<file path="src/rtl/motor_ramp.sv">
// Soft-start / direction-change sequencer feeding the four PWM duty inputs.
// Duties slew toward target; a direction change forces ramp-to-zero and a dead-time hold.

module motor_ramp_lane #(
   parameter int STEP = 1
) (
   input  logic [4:0] i_duty,
   input  logic [4:0] i_target,
   output logic [4:0] o_next
);
   localparam logic [5:0] LP_STEP = 6'(STEP);
   logic [5:0] w_gap;

   // Gap is formed from the ordered pair, so it never wraps; short gaps snap to target.
   always_comb begin
      o_next = i_duty;
      w_gap  = 6'd0;
      if (i_duty < i_target) begin
         w_gap  = {1'b0, i_target} - {1'b0, i_duty};
         o_next = (w_gap > LP_STEP) ? 5'(i_duty + LP_STEP[4:0]) : i_target;
      end else if (i_duty > i_target) begin
         w_gap  = {1'b0, i_duty} - {1'b0, i_target};
         o_next = (w_gap > LP_STEP) ? 5'(i_duty - LP_STEP[4:0]) : i_target;
      end
   end
endmodule

module motor_ramp #(
   parameter int RAMP_DIV   = 15,
   parameter int STEP       = 1,
   parameter int DEAD_TICKS = 153
) (
   input  logic       clk_out,
   input  logic       reset,
   input  logic       brake,
   input  logic [3:0] cmd_dir,
   input  logic [4:0] cmd_duty_r,
   input  logic [4:0] cmd_duty_r2,
   input  logic [4:0] cmd_duty_l,
   input  logic [4:0] cmd_duty_l2,
   output logic [4:0] duty_r,
   output logic [4:0] duty_r2,
   output logic [4:0] duty_l,
   output logic [4:0] duty_l2,
   output logic [3:0] dir_out,
   output logic       busy
);
   typedef enum logic [1:0] {RUN, STOPPING, DEAD} state_t;

   state_t            r_state, w_state_nxt;
   logic [3:0][4:0]   r_duty, w_duty_nxt;
   logic [3:0][4:0]   w_cmd, w_target, w_next;
   logic [3:0]        r_dir, w_dir_nxt;
   logic [7:0]        r_presc, w_presc_nxt;
   logic [9:0]        r_dead, w_dead_nxt;
   logic              w_tick, w_all_zero;

   assign w_cmd      = {cmd_duty_r, cmd_duty_r2, cmd_duty_l, cmd_duty_l2};
   assign w_tick     = (r_presc == 8'(RAMP_DIV - 1));
   assign w_all_zero = (r_duty == '0);
   assign w_target   = (r_state == RUN) ? w_cmd : '0;

   for (genvar g = 0; g < 4; g++) begin : g_lane
      motor_ramp_lane #(.STEP(STEP)) u_lane (
         .i_duty  (r_duty[g]),
         .i_target(w_target[g]),
         .o_next  (w_next[g])
      );
   end

   always_ff @(posedge clk_out) begin
      if (reset) begin
         r_state <= RUN;
         r_duty  <= '0;
         r_dir   <= 4'b0000;
         r_presc <= '0;
         r_dead  <= '0;
      end else begin
         r_state <= w_state_nxt;
         r_duty  <= w_duty_nxt;
         r_dir   <= w_dir_nxt;
         r_presc <= w_presc_nxt;
         r_dead  <= w_dead_nxt;
      end
   end

   always_comb begin
      w_state_nxt = r_state;
      w_duty_nxt  = r_duty;
      w_dir_nxt   = r_dir;
      w_presc_nxt = w_tick ? 8'd0 : r_presc + 8'd1;
      w_dead_nxt  = r_dead;
      if (brake) begin
         w_state_nxt = DEAD;
         w_duty_nxt  = '0;
         w_presc_nxt = '0;
         w_dead_nxt  = '0;
      end else begin
         case (r_state)
            RUN: begin
               // A pending direction change suppresses the step in this cycle.
               if (cmd_dir != r_dir) w_state_nxt = STOPPING;
               else if (w_tick)      w_duty_nxt  = w_next;
            end
            STOPPING: begin
               if (w_all_zero) begin
                  w_state_nxt = DEAD;
                  w_dead_nxt  = '0;
               end else if (w_tick) begin
                  w_duty_nxt = w_next;
               end
            end
            DEAD: begin
               w_duty_nxt  = '0;
               w_presc_nxt = '0;
               w_dead_nxt  = r_dead + 10'd1;
               if (r_dead == 10'(DEAD_TICKS - 1)) begin
                  w_dir_nxt   = cmd_dir;
                  w_state_nxt = RUN;
               end
            end
            default: w_state_nxt = RUN;
         endcase
      end
   end

   assign duty_r  = r_duty[3];
   assign duty_r2 = r_duty[2];
   assign duty_l  = r_duty[1];
   assign duty_l2 = r_duty[0];
   assign dir_out = r_dir;
   assign busy    = (r_state != RUN) || (r_duty != w_cmd);
endmodule

</file>
<file path="config.mk">
export PLATFORM = sky130hd
export DESIGN_NAME = motor_ramp
export DESIGN_NICKNAME = d
export VERILOG_FILES = /design/src/rtl/motor_ramp.sv
export SDC_FILE = /design/constraint.sdc
export NUM_CORES = 1
export LEC_CHECK = 0
export ABC_AREA = 1
export CORE_ASPECT_RATIO = 1.1
export CORE_UTILIZATION = 40
export DETAILED_ROUTE_END_ITERATION = 8
export PLACE_DENSITY_LB_ADDON = 0.08
export SLEW_MARGIN = 20
export SYNTH_ARGS = -nofsm -noshare
export SYNTH_HDL_FRONTEND = slang
export SYNTH_HIERARCHICAL = 1
export SYNTH_SLANG_ARGS = --single-unit
</file>
<file path="constraint.sdc">
create_clock -name clk_out -period 3.3 [get_ports clk_out]
set_input_delay 0.825 -clock clk_out [delete_from_list [all_inputs] [get_ports clk_out]]
set_output_delay 0.825 -clock clk_out [all_outputs]
set_load 0.1 [all_outputs]
</file>
==> run_results.csv <==
group,metric,value,unit
setup_path,crit_path_end_kind,"output pin",
cells_and_area,n_antenna_cell,0,
routing,wl_met2,8540,um
sta,setup_viol,0,
setup_path,crit_end,"busy",
routing,dr.first_iter.drc_count,355,
placed_design,dp_cells,1326,
cts,cts_root_buf,"clkbuf_16",
cells_and_area,final_common_cell,"nand2_1",
setup_path,r2r-start,"r_state[0]$_SDFFE_PP0P_",
cts,ctsLongestPathBuffers,2,
sta,slew_headroom,60.0,%
synth,seq_area_frac_synth,14.1,%
grt,grt_first_pass_wirelength,29300,um
sta,fmax,314,MHz
sta,holdWs,462,ps
routing,routed.top_layer,"met4",
cts,clk_latency,290,ps
sta,skew,10.6,ps
grt,grt_pass1_vias,6197,
die,start_util,41.3,%
sta,final.setup.tns,0,ps
cts,clock-sinks,44,
die,die_area,16100,um^2
sta,worst_pin_slew,595,ps
grt,antenna_found_initial,0,
routing,routed-via-count,6514,
routing,ant_nets,0,
cts,htreeDepth,2,
worst_hold_path,holdCritPathClass,"reg2reg",
routing,dr_wl_met3,503,um
placed_design,finalWeightedCongestion,0.912,
placed_design,io_buffers,51,
die,ios,52,
setup_path,cp-start-kind,"input pin",
cts,clk_pin_slew,60,ps
synth,synth_top_cells_by_area,"nand2_1, dfxtp_1, nand3_1, ha_1, inv_1",
synth,synth_top_cell_area_share,16.0,%
cells_and_area,fillers,1680,
synth,synth_area,6230,um^2
cts,cts_tree,"built",
cells_and_area,syn_to_final_growth,19.8,%
setup_path,r2r_setup_slack,310,ps
power,vdd_drop_max,0.000215,V
setup_path,rr_worst_depth,19,
power,leakagePower,3.81,nW
setup_path,worstSetupPathType,"in2out",
cells_and_area,regArea,881,um^2
grt,overflow,0,
sta,hold_viol_final,0,
die,dieHeight,133,um
synth,ys_ff_latch,44,
sta,fin_crit_sh,96.4,%
cells_and_area,fin_nets,1225,
outcome,outcome,"finished, final reports clean",
routing,via_per_inst,4.88,
synth,synth_cell_types,32,
die,die_w,121,um
routing,wl_per_cell,12.9,um
sta,worst_slack,118,ps
cts,postCtsHoldBufs,0,
sta,finalCriticalPeriod,3180,ps
setup_path,worstPathMaxFanout,2,
cells_and_area,finalCoreUtilization,49.4,%
synth,yosys.area.top_type,"nand2_1",
synth,syn_inst,1044,
synth,synthesis.nets,1131,
grt,grt_start_max_net_pins,30,
job,maxCapViolations,0,
cts,numCtsBuffers,5,
routing,drc,0,
power,power_density,329,nW/um^2
cells_and_area,drive_above_1_share,19.7,%
routing,finalWirelength,17300,um
routing,detail_route.first_pass.iterations,4,
setup_path,required,2470,ps
cells_and_area,final-instance-count-excl-fill,1335,
setup_path,r2r-end,"duty_l2[1]$_SDFFE_PP0P_",
setup_path,startpoint,"cmd_duty_l2[1]",
placed_design,pre_cts_ws,-236,ps
synth,synth.avg_cell_area,5.97,um^2
sta,report.final.slew_viol_count,0,
synth,yosysWarnings,6,
cells_and_area,multi_input_area,4580,um^2
setup_path,crit_arrival,2360,ps
die,coreArea,15100,um^2
die,rows,47,
cells_and_area,most-common-layout-cells,"nand2_1, inv_1, nand3_1",
grt,grt_use_total,22.2,%
placed_design,place_hpwl,13800,um
routing,drt-met1-wl,8090,um
==> metal layers <==
| metal | GRT usage (%) | up-vias |
|---|---|---|
| met4 | 3.57 | 0 |
| met2 | 40.1 | 110 |
| li1 | - | 3445 |
| met1 | 29.0 | 2949 |
| met5 | 0 | - |
| met3 | 1.72 | 10 |
==> state kept, by name, summed over array words and instances (netlist names) <==
name     flops
r_presc      8
duty_l2      5
duty_r2      5
duty_r       5
duty_l       5
dir_out      4
r_dead      10
r_state      2
==> worst min path at each step <==
stage / endpoint / from / slack (ps) / cells past startpoint
after floorplan: r_presc[0]$_SDFF_PP0_ / r_presc[0]$_SDFF_PP0_ / 430 / 1
final: r_dead[9]$_SDFFE_PP0P_ / r_dead[9]$_SDFFE_PP0P_ / 460 / 2
after global placement: r_presc[0]$_SDFF_PP0_ / r_presc[0]$_SDFF_PP0_ / 450 / 1
after CTS: r_dead[9]$_SDFFE_PP0P_ / r_dead[9]$_SDFFE_PP0P_ / 470 / 2
after global routing: r_dead[9]$_SDFFE_PP0P_ / r_dead[9]$_SDFFE_PP0P_ / 480 / 2
after detailed placement: r_dead[9]$_SDFFE_PP0P_ / r_dead[9]$_SDFFE_PP0P_ / 460 / 2
==> stage by stage <==
step | area (um^2) | power [mW]
global placement | 7230 | 1.93
global route | 7470 | 2.66
finish | 7470 | 2.45
detailed placement | 7230 | 1.93
CTS | 7370 | 2.43
floorplan | 6230 | 1.61
==> kinds of logic (layout without fill, tap and decap cells) <==
family                   count (synthesis)  in the layout  synth area share (%)
AND/OR/NAND/NOR                        623            623                  46.9
buffers and inverters                  209            304                  13.8
AO/OA/AOI/OAI                           73             73                  7.26
adder cells (fa/ha/maj)                 60             60                  13.0
flip-flops                              44             44                  14.1
XOR/XNOR                                35             35                  4.92
==> Yosys cell counts <==
master,count
nand3_1,146
nor4_1,2
nand2_1,265
fa_1,8
o21ai_4,1
o22ai_1,2
buf_2,7
o2111ai_1,1
nor3b_1,1
nor2_4,13
a21boi_1,4
nand4_1,28
xor2_1,20
buf_1,1
nor2_8,4
inv_1,158
o21ai_0,20
buf_6,9
a21oi_1,29
ha_1,52
dfxtp_1,44
a21oi_2,12
nand2_4,4
nor2_1,120
nand3_2,4
nor3_2,4
nand2_2,26
o21ai_2,4
nor2_2,6
xnor2_1,15
clkbuf_1,9
inv_2,25
==> repair_timing <==
| action | in CTS | in global routing |
|---|---|---|
| buffers inserted | 0 | 1 |
| endpoints found under the setup margin | 0 | 20 |
| resized for setup | 0 | 32 |
==> area by class of cell <==
type                       count  share of cell area, %
timing repair buffer         113                   12.5
clock buffer                   5                   1.68
sequential                    44                   11.8
tap                          196                   3.28
clock inverter                 3                  0.285
inverter                     183                   9.20
multi-input combinational    791                   61.3
==> worst max-delay path: stages <==
cell and delay (ps):
clkdlybuf4s50_1 440, buf_4 150, nand2_1 60, nand4_1 90, nor4_1 290, buf_4 190
nand3_1 120, buf_12 190
==> where the power goes <==
group / switching (mW) / leakage (nW) / internal [mW]
combinational: 0.895 / 3.38 / 0.502
clock: 0.217 / 0.0702 / 0.282
sequential: 0.0141 / 0.356 / 0.544
(Power assumes the default switching activity.)
